## config.mk

```make
export PLATFORM = sky130hd
export DESIGN_NAME = stream_demux
export DESIGN_NICKNAME = d
export VERILOG_FILES = /design/src/rtl/stream_demux.sv
export SDC_FILE = /design/constraint.sdc
export NUM_CORES = 1
export LEC_CHECK = 0
export ABC_AREA = 1
export BUFFER_PORTS_ARGS = -buffer_cell sky130_fd_sc_hd__buf_2
export CAP_MARGIN = 0
export CORE_MARGIN = 2
export CORE_UTILIZATION = 47
export DETAILED_ROUTE_END_ITERATION = 6
export PLACE_DENSITY = 0.78
export SLEW_MARGIN = 20
export SYNTH_ARGS = -nofsm -noshare
export SYNTH_HDL_FRONTEND = slang
export SYNTH_SLANG_ARGS = --single-unit
```

## constraint.sdc

```tcl
create_clock -name ACLK -period 1.7 [get_ports ACLK]
set_input_delay 0.085 -clock ACLK [delete_from_list [all_inputs] [get_ports ACLK]]
set_output_delay 0.085 -clock ACLK [all_outputs]
set_load 0.1 [all_outputs]
```

## src/rtl/stream_demux.sv

```systemverilog
// Packet-aware 1-to-N stream router. Each packet goes whole to the port named on its first beat,
// through a one-entry registered slice per output; packets to missing ports are dropped and counted.
module stream_demux #(
  parameter int DATA_WIDTH = 32,
  parameter int OUTPUT_NUM = 2,
  parameter int ADDR_WIDTH = $clog2(OUTPUT_NUM),
  parameter int CNT_WIDTH  = 16
) (
  input  logic                  ACLK,
  input  logic                  ARESETn,
  input  logic [DATA_WIDTH-1:0] data_i,
  input  logic [ADDR_WIDTH-1:0] dest_i,
  input  logic                  last_i,
  input  logic                  valid_i,
  output logic                  ready_o,
  output logic [DATA_WIDTH-1:0] data_o [OUTPUT_NUM],
  output logic [OUTPUT_NUM-1:0] last_o,
  output logic [OUTPUT_NUM-1:0] valid_o,
  input  logic [OUTPUT_NUM-1:0] ready_i,
  output logic                  drop_pulse_o,
  output logic [CNT_WIDTH-1:0]  drop_cnt_o
);

  typedef enum logic [1:0] {IDLE, ROUTE, DROP} state_e;

  state_e                state_q;
  logic [ADDR_WIDTH-1:0] lock_q;
  logic [DATA_WIDTH-1:0] dataSlice_q [OUTPUT_NUM];
  logic [OUTPUT_NUM-1:0] lastSlice_q;
  logic [OUTPUT_NUM-1:0] validSlice_q;
  logic                  dropPulse_q;
  logic [CNT_WIDTH-1:0]  dropCnt_q;

  logic [ADDR_WIDTH-1:0] target;
  logic                  destOk;
  logic                  targetBusy;
  logic                  accept;
  logic                  routeBeat;
  logic                  dropFirst;

  // Only the target port's own slice can stall the input, so a stalled port never blocks the others.
  always_comb begin
    target     = (state_q == IDLE) ? dest_i : lock_q;
    destOk     = (32'(dest_i) < OUTPUT_NUM);
    targetBusy = 1'b0;
    for (int k = 0; k < OUTPUT_NUM; k++) begin
      if (target == ADDR_WIDTH'(k)) begin
        targetBusy = validSlice_q[k] & ~ready_i[k];
      end
    end
    if ((state_q == DROP) || ((state_q == IDLE) && !destOk)) begin
      ready_o = ARESETn;
    end else begin
      ready_o = ARESETn & ~targetBusy;
    end
    accept    = valid_i & ready_o;
    routeBeat = accept & ((state_q == ROUTE) | ((state_q == IDLE) & destOk));
    dropFirst = accept & (state_q == IDLE) & ~destOk;
  end

  always_ff @(posedge ACLK or negedge ARESETn) begin
    if (!ARESETn) begin
      state_q      <= IDLE;
      lock_q       <= '0;
      lastSlice_q  <= '0;
      validSlice_q <= '0;
      dropPulse_q  <= 1'b0;
      dropCnt_q    <= '0;
      for (int k = 0; k < OUTPUT_NUM; k++) begin
        dataSlice_q[k] <= '0;
      end
    end else begin
      dropPulse_q <= dropFirst;
      if (dropFirst && (dropCnt_q != '1)) begin
        dropCnt_q <= dropCnt_q + CNT_WIDTH'(1);
      end

      if (accept) begin
        case (state_q)
          IDLE: begin
            if (destOk) begin
              lock_q <= dest_i;
            end
            if (!last_i) begin
              state_q <= destOk ? ROUTE : DROP;
            end
          end
          ROUTE, DROP: begin
            if (last_i) begin
              state_q <= IDLE;
            end
          end
          default: state_q <= IDLE;
        endcase
      end

      // A load wins over a drain so a slice read and refilled in one cycle stays full.
      for (int k = 0; k < OUTPUT_NUM; k++) begin
        if (routeBeat && (target == ADDR_WIDTH'(k))) begin
          dataSlice_q[k]  <= data_i;
          lastSlice_q[k]  <= last_i;
          validSlice_q[k] <= 1'b1;
        end else if (validSlice_q[k] && ready_i[k]) begin
          validSlice_q[k] <= 1'b0;
        end
      end
    end
  end

  assign data_o       = dataSlice_q;
  assign last_o       = lastSlice_q;
  assign valid_o      = validSlice_q;
  assign drop_pulse_o = dropPulse_q;
  assign drop_cnt_o   = dropCnt_q;

endmodule
```

==> results of run 1 <==
## tightest hold or removal path: stages
cell and delay (ns):
buf_2 0.11, nand4_1 0.08, nand2_1 0.05
## kinds of logic after synthesis
kind of cell | Yosys count
and+or+nand+nor | 151
other | 1
AOI/OAI and AO/OA | 36
buffers and inverters | 77
DFF | 70
## sequential cells by signal (all words and copies together), names as in the netlist
| signal | flops |
|---|---|
| data_o | 64 |
| state_q | 1 |
| valid_o | 2 |
| lock_q | 1 |
| last_o | 2 |
## layout by cell type (no fill, tap or decap), types with 3 or more instances in the layout
master / n
nand2_1: 107
buf_2: 105
dfrtp_1: 68
inv_1: 39
nand4_1: 33
o21ai_0: 29
conb_1: 17
dlygate4sd3_1: 17
buf_4: 12
clkbuf_8: 9
o21ai_1: 6
nand2_2: 4
bufinv_16: 3
buf_12: 3
## layout make-up
type / count / area (um^2)
fill: 537 / 2280
sequential: 70 / 1760
multi-input combinational: 204 / 987
timing repair buffer: 137 / 846
inverter: 40 / 150
clock buffer: 10 / 128
clock inverter: 6 / 110
tap: 77 / 96.3
## synthesized netlist by cell type (4+ instances only)
master / count
clkbuf_1: 9
inv_1: 39
dfrtp_1: 70
nand4_1: 33
buf_4: 17
o21ai_1: 6
buf_6: 9
o21ai_0: 29
nand2_1: 107
nand2_2: 4
## stage by stage
stage	instance area (um^2)	util [%]	worst slack (ns)	hold slack, ns
after floorplan	3170	-	0.0261	-0.211
after global placement	3640	57.4	0.249	0.160
after detailed placement	3640	57.4	0.164	0.168
after CTS	4070	64.2	0.0808	0.000512
after global routing	4070	64.2	0.0201	0.00627
final	4070	64.2	0.114	0.0147
## what timing repair did
| action | 4_1_cts | 5_1_grt |
|---|---|---|
| hold buffers | 17 | 0 |
| buffers inserted | 3 | 0 |
| endpoints found under the hold margin | 87 | 0 |
| setup endpoints to repair | 1 | 0 |
## worst max-delay path by stage
stage | slack (ns) | cells past startpoint | to
floorplan | 0.03 | 8 | data_o[34]
global placement | 0.25 | 8 | data_o[46]
detailed placement | 0.16 | 8 | data_o[50]
CTS | 0.08 | 6 | ready_o
global route | 0.02 | 6 | ready_o
finish | 0.11 | 6 | ready_o
## layer usage
| metal | vias to the layer above | global-route usage [%] |
|---|---|---|
| li1 | 1282 | - |
| met1 | 1223 | 26.9 |
| met2 | 101 | 36.7 |
| met3 | 7 | 4.18 |
| met4 | 0 | 9.96 |
| met5 | - | 0 |
==> results.cfg, run 1 <==
[critical_path]
max_stage_delay_ns = 0.47
worstSetupPathType = reg2out
cp-end-kind = output port
r2r_end = data_o[62]
crit_fanout = 3
crit_buf_inv = 3
path_delay_family = flip-flops
cpMaxStageDelayCell = dfrtp_4
r2r-start = valid_o[1]
startpoint = valid_o[1]
start_kind = register
reg2regPathDepth = 9
rrSetupSlack_ns = 0.16
worstPathRequired_ns = 1.62
cp_cell_sequence = inv_1 -> nor2_4 -> inv_1 -> nor2_4 -> nor2_8 -> buf_12
crit_arrival_ns = 1.50

[sta]
fin_skew_ns = 0.00850
slew-limit-headroom_pct = 62.6
hold_viol_final = 0
period_share_pct = 93.3
grt_setup_unrepaired = no
slew_violations = 0
setup_tns_ns = 0
setup_viol = 0
fmax_ghz = 0.631
period_minus_slack_ns = 1.59
tightest_slew_ns = 0.561

[global_route]
grt_pass1_vias = 2632
track_usage_pct = 21.7
overflow = 0
antenna_found_initial = 0
grt_max_degree = 69
grt_pass1_wl_um = 12300

[logic_synthesis]
synth_compound_area_share_pct = 6.17
synth_seq_cells = 70
syn_inst = 335
netlist.area_leader.share_pct = 56.5
ys_types = 19
synthXorXnorAreaFrac_pct = 0
muxShareOfSynthArea_pct = 0
synthAdderAreaFrac_pct = 0
syn-cell-area_mm2 = 0.00310
synth_ff_type = dfrtp_1
synth_top_family_by_area = simple AND/OR/NAND/NOR gates
synthTopCellsByArea = dfrtp_1, nand2_1, nand4_1
async_flop_share_pct = 100
avgSynthCellArea_um2 = 9.26
synth_simple_gate_area_share_pct = 23.6
synth_top_area_cell = dfrtp_1
synth_edf_count = 0
yosysWarnings = 0
ys_seq_area_share_pct = 56.5

[outcome]
status = complete, no violations

[clock_tree]
cts.root.buffer_cell = clkbuf_8
cts.sinks = 70
clk_pin_slew_worst_paths_ns = 0.08
clock_latency_ns = 0.34
cts_buffers = 9
htree_levels = 3
clock_path_buffers = 2
tritoncts = built
cts_resized = 0

[drt]
drtIter0Drc = 137
antenna_left = 0
wire_per_inst_um = 13.5
routed_wirelength_um = 7340
wl_met3_um = 455
met2_length_um = 3700
top_layer = met4
dr_total_vias = 2613
remaining_drc_errors = 0
dr.pass1.iters = 4
wl_met1_um = 3090
vias_per_cell = 4.80

[floorplanning]
die_w_um = 85.2
start_util_pct = 48.8
io_pins = 125
fp.dieH_um = 85.2
dieArea_mm2 = 0.00727
core-area_mm2 = 0.00635
rows = 29

[placement]
io_buffers = 107
gp_congestion = 0.788
hpwl_um = 5090
place_inst = 508

[job]
cap_violations = 0

[layout]
final_nets = 501
instances_no_fill = 544
num_antenna_cells = 0
area_growth_pct = 31.3
drive_gt1_share_pct = 31.9

[min_path]
hold_depth = 3
min_from = data_i[20]
min_to = data_o[52]
hold_class = in2reg
Power of run 1 is not shown: default switching activity piles up to over one toggle a cycle in this logic, so the estimate is an artifact.
==> run 2, diff against run 1 <==
Settings changed: ABC_AREA 1 to 0, PLACE_DENSITY 0.78 to 0.79.
==> run 2 against run 1 <==
  * Final area decreased by 0.98%
  * Sequential cell count is the same
  * Via count shrank 29%
  * Hold slack gained 0.0030 ns
  * Die area is 5.3% lower
  * Critical path type unchanged
  * Highest routed layer unchanged
==> results.cfg, run 2 <==
[outcome]
status = complete, no violations

[clock_tree]
clk_pin_slew_worst_paths_ns = 0.07
cts.sinks = 70
post_cts_buffers = 0
htree_levels = 3
tritoncts = built
cts_buffers = 9
cts.root.buffer_cell = clkbuf_8
clock_path_buffers = 2
clock_latency_ns = 0.34

[placement]
hpwl_um = 4020
io_buffers = 107
placed_cell_area_mm2 = 0.00349
gp_congestion = 0.744
place_ws_ns = 0.0167

[critical_path]
crit_arrival_ns = 1.61
cp-end-kind = output port
r2r-start = state_q[0]
r2r_end = data_o[46]
rrSetupSlack_ns = 0.008
worstSetupPathType = reg2out
path_delay_family = multiplexers
start_kind = register
crit_buf_inv = 1
cpMaxStageDelayCell = dfrtp_1
crit_fanout = 4
worstPathRequired_ns = 1.62
max_stage_delay_ns = 0.40
cp_cell_sequence = mux2i_4 -> mux2i_1 -> nor2b_4 -> buf_12
reg2regPathDepth = 4

[job]
cap_violations = 0

[global_route]
overflow = 0
grt_pass1_vias = 2030
grt_pass1_wl_um = 9980
antenna_found_initial = 0
track_usage_pct = 18.2
grt_max_degree = 71

[floorplanning]
dieArea_mm2 = 0.00688
io_pins = 125
die_w_um = 82.9
fp.dieH_um = 82.9
start_util_pct = 49.2
rows = 28
core-area_mm2 = 0.00596

[layout]
largest_reg_flops = 64
num_antenna_cells = 0
final_area_mm2 = 0.00403
regArea_mm2 = 0.00176
final_util_pct = 67.7
most-common-layout-cells = buf_2, dfrtp_1, mux2_2
multi_input_area_mm2 = 0.00102
drive_gt1_share_pct = 59.8
final_nets = 362
area_growth_pct = 37.8
layout.cells.most_common = buf_2
fillers = 415

[drt]
wire_per_inst_um = 15.1
dr_total_vias = 1857
dr.pass1.iters = 4
antenna_left = 0
vias_per_cell = 4.61
remaining_drc_errors = 0
drtIter0Drc = 41
routed_wirelength_um = 6080

[logic_synthesis]
ys_types = 21
yosysWarnings = 0
syn_inst = 177
netlist.area_leader.share_pct = 59.8
synth_top_area_cell = dfrtp_1
syn-cell-area_mm2 = 0.00293
ys_seq_area_share_pct = 59.8
synth.most_common_cell = dfrtp_1
async_flop_share_pct = 100
avgSynthCellArea_um2 = 16.5
ys_top_cells_by_count = dfrtp_1, mux2_2, mux2_4, buf_4, mux2_1
synth_ff_type = dfrtp_1
synthTopCellsByArea = dfrtp_1, mux2_2, mux2_4
synth_edf_count = 0
synth_seq_cells = 70

[min_path]
hold_class = in2reg
min_from = data_i[3]
min_to = data_o[3]
hold_depth = 2

[sta]
holdWs_ns = 0.0178
slew-limit-headroom_pct = 42.6
tightest_slew_ns = 0.860
period_minus_slack_ns = 1.69
hold_viol_final = 0
fin_ws_ns = 0.00753
setup_viol = 0
fmax_ghz = 0.591
slew_violations = 0
period_share_pct = 99.6
fin_skew_ns = 0.00962
grt_setup_unrepaired = yes
## run 2: metrics by stage
step | TNS [ns] | instances
floorplan | 0 | 193
global placement | 0 | 356
detailed placement | 0 | 356
CTS | -0.0133 | 403
global route | -0.631 | 403
finish | 0 | 403
## run 2: logic make-up after synthesis
kind of cell	share of synthesized area [%]
AND/OR/NAND/NOR	1.71
other	0.128
multiplexers	29.5
buffers and inverters	8.16
AO/OA/AOI/OAI	0.641
flip-flops	59.8
## run 2: final cells by class
| class | instances | area share [%] |
|---|---|---|
| timing repair buffer | 144 | 23.1 |
| sequential | 70 | 43.6 |
| multi-input combinational | 97 | 25.3 |
| clock buffer | 9 | 3.07 |
| tap | 75 | 2.33 |
| inverter | 1 | 0.0931 |
| clock inverter | 7 | 2.54 |
## run 2: worst reg2reg max path, cell delays in order, from the launching register on
cell and delay (ns):
dfrtp_1 0.40, mux2i_4 0.30, and4_2 0.33, buf_12 0.18, mux2_2 0.36
## run 2: how the worst max path moves through the flow
stage | from | end | slack, ns | cells past startpoint
2_1_floorplan | valid_o[1] | data_o[10] | 0.0007 | 5
3_3_place_gp | state_q[0] | data_o[43] | 0.07 | 4
3_5_place_dp | state_q[0] | data_o[35] | 0.02 | 4
4_1_cts | state_q[0] | ready_o | -0.01 | 4
5_1_grt | state_q[0] | data_o[14] | -0.03 | 4
6_report | state_q[0] | ready_o | 0.008 | 4
## run 2: routing by layer
layer	share of wire (%)	track usage, %
met4	1.4	6.26
met1	43	23.1
met3	6.4	4.67
met2	49	30.4
met5	0	0
## run 2: timing repair
item	in CTS	in global routing
gates resized for setup	0	1
endpoints found under the hold margin	58	0
hold buffers	31	0
endpoints found under the setup margin	3	38
gates cloned	0	0
Power of run 2 is left out for the same reason.
==> run 3, diff against run 2 <==
Settings changed: CORE_MARGIN 2 to 4, SETUP_SLACK_MARGIN from default to 0.05, SKIP_LAST_GASP from default to 1.
==> run 3 against run 2 <==
  * The run now ends with hold timing left
  * Global-route usage fell by 1.4 points
  * Utilization rose by 3.6 points
  * Clock skew fell by 0.0017 ns
  * Critical path depth rose by 1
  * Non-clock buffer count rose by 6
  * Register-to-register slack barely moved
  * Highest routed layer unchanged
==> results.cfg, run 3 (synthesis results as in run 2) <==
[layout]
largest_reg_flops = 64
layout.cells.most_common = buf_2
multi_input_area_mm2 = 0.00112
drive_gt1_share_pct = 62.9
regArea_mm2 = 0.00176
num_antenna_cells = 0
instances_no_fill = 409
fillers = 405
area_growth_pct = 46.0
most-common-layout-cells = buf_2, dfrtp_1, mux2_4
final_nets = 368

[sta]
grt_setup_unrepaired = yes
hold_viol_final = 38
period_minus_slack_ns = 1.69
slew_violations = 0
setup_viol = 0
fmax_ghz = 0.590
holdWs_ns = -0.140
period_share_pct = 99.7
fin_skew_ns = 0.00797

[clock_tree]
htree_levels = 3
tritoncts = built
cts.root.buffer_cell = clkbuf_8
cts.sinks = 70
clock_latency_ns = 0.32
clk_pin_slew_worst_paths_ns = 0.07
cts_buffers = 9
ctsHoldBuffers = 29
clock_path_buffers = 2

[critical_path]
reg2regPathDepth = 6
rrSetupSlack_ns = 0.005
cp-end-kind = output port
crit_arrival_ns = 1.61
worstSetupPathType = reg2out
r2r-start = state_q[0]
start_kind = register
crit_fanout = 3
worstPathRequired_ns = 1.62
r2r_end = data_o[12]

[floorplanning]
die_w_um = 86.9
io_pins = 125
dieArea_mm2 = 0.00756
core-area_mm2 = 0.00599
rows = 28
start_util_pct = 48.9
fp.dieH_um = 86.9

[drt]
wire_per_inst_um = 16.4
antenna_left = 0
routed_wirelength_um = 6700
drtIter0Drc = 38
vias_per_cell = 4.68
remaining_drc_errors = 0
dr.pass1.iters = 4
dr_total_vias = 1915

[global_route]
grt_max_degree = 40
grt_pass1_wl_um = 9740
antenna_found_initial = 0
track_usage_pct = 16.7
overflow = 0
grt_pass1_vias = 2031

[placement]
place_inst = 359
io_buffers = 107
gp_congestion = 0.719
hpwl_um = 4390

[outcome]
violations = hold timing
status = finished with violations

[job]
cap_violations = 0

[min_path]
hold_class = in2async
==> run 3: cell count changes in the layout (fill, tap and decap cells not counted), moves of 3 or more <==
cell | before | now
mux2_4 | 26 | 49
mux2_2 | 35 | 16
mux2_1 | 5 | 1
buf_8 | 0 | 3
clkbuf_16 | 0 | 3
clkbuf_8 | 9 | 12
dlygate4sd3_1 | 31 | 28
inv_6 | 3 | 0
==> run 3: worst max-delay path by stage <==
stage | start | end | slack (ns) | cells after the start
final | state_q[0] | ready_o | 0.005 | 5
after CTS | state_q[0] | ready_o | -0.007 | 5
after floorplan | valid_o[1] | data_o[10] | 0.04 | 5
after global routing | state_q[0] | ready_o | -0.05 | 5
after global placement | state_q[0] | data_o[3] | 0.08 | 5
after detailed placement | state_q[0] | data_o[18] | 0.02 | 5
==> run 3: cell type report <==
type	instances	area share, %
inverters	1	0.0878
repair buffers	150	24.8
multi-input cells	97	26.3
flip-flops and latches	70	41.2
well taps	75	2.20
clock buffers	13	3.95
clock inverters	3	1.52
==> run 3: routing by layer <==
| metal | GRT usage (%) | vias up | wire length (um) |
|---|---|---|---|
| met2 | 28.2 | 73 | 3320 |
| met5 | 0 | - | 0 |
| met4 | 5.81 | 0 | 44 |
| met1 | 21.0 | 956 | 2830 |
| li1 | - | 881 | - |
| met3 | 4.16 | 5 | 502 |
==> run 3: stage by stage <==
step                      util, %  worst slack, ns  instance area [um^2]  hold WS (ns)  setup TNS (ns)
after detailed placement     58.9           0.0153                  3530         0.187               0
final                        71.3          0.00528                  4270        -0.140               0
after global placement       58.9           0.0765                  3530         0.185               0
after global routing         71.3          -0.0526                  4270        -0.108          -0.239
after CTS                    68.0         -0.00716                  4080        -0.126         -0.0122
after floorplan                 -           0.0374                  3020        -0.211               0
==> run 3: repair_timing <==
| action | CTS | global route |
|---|---|---|
| endpoints found under the hold margin | 109 | 38 |
| gates cloned | 0 | 3 |
| buffers inserted | 0 | 2 |
| pin swaps | 0 | 1 |
| setup endpoints to repair | 32 | 39 |
| resized for setup | 2 | 29 |
==> run 3: worst max-delay path, cell delays in order (launching register included) <==
cell	delay, ns
dfrtp_1	0.38
mux2i_2	0.24
buf_4	0.18
mux2i_4	0.26
nor2b_4	0.07
buf_12	0.16
Power of run 3 is left out for the same reason.
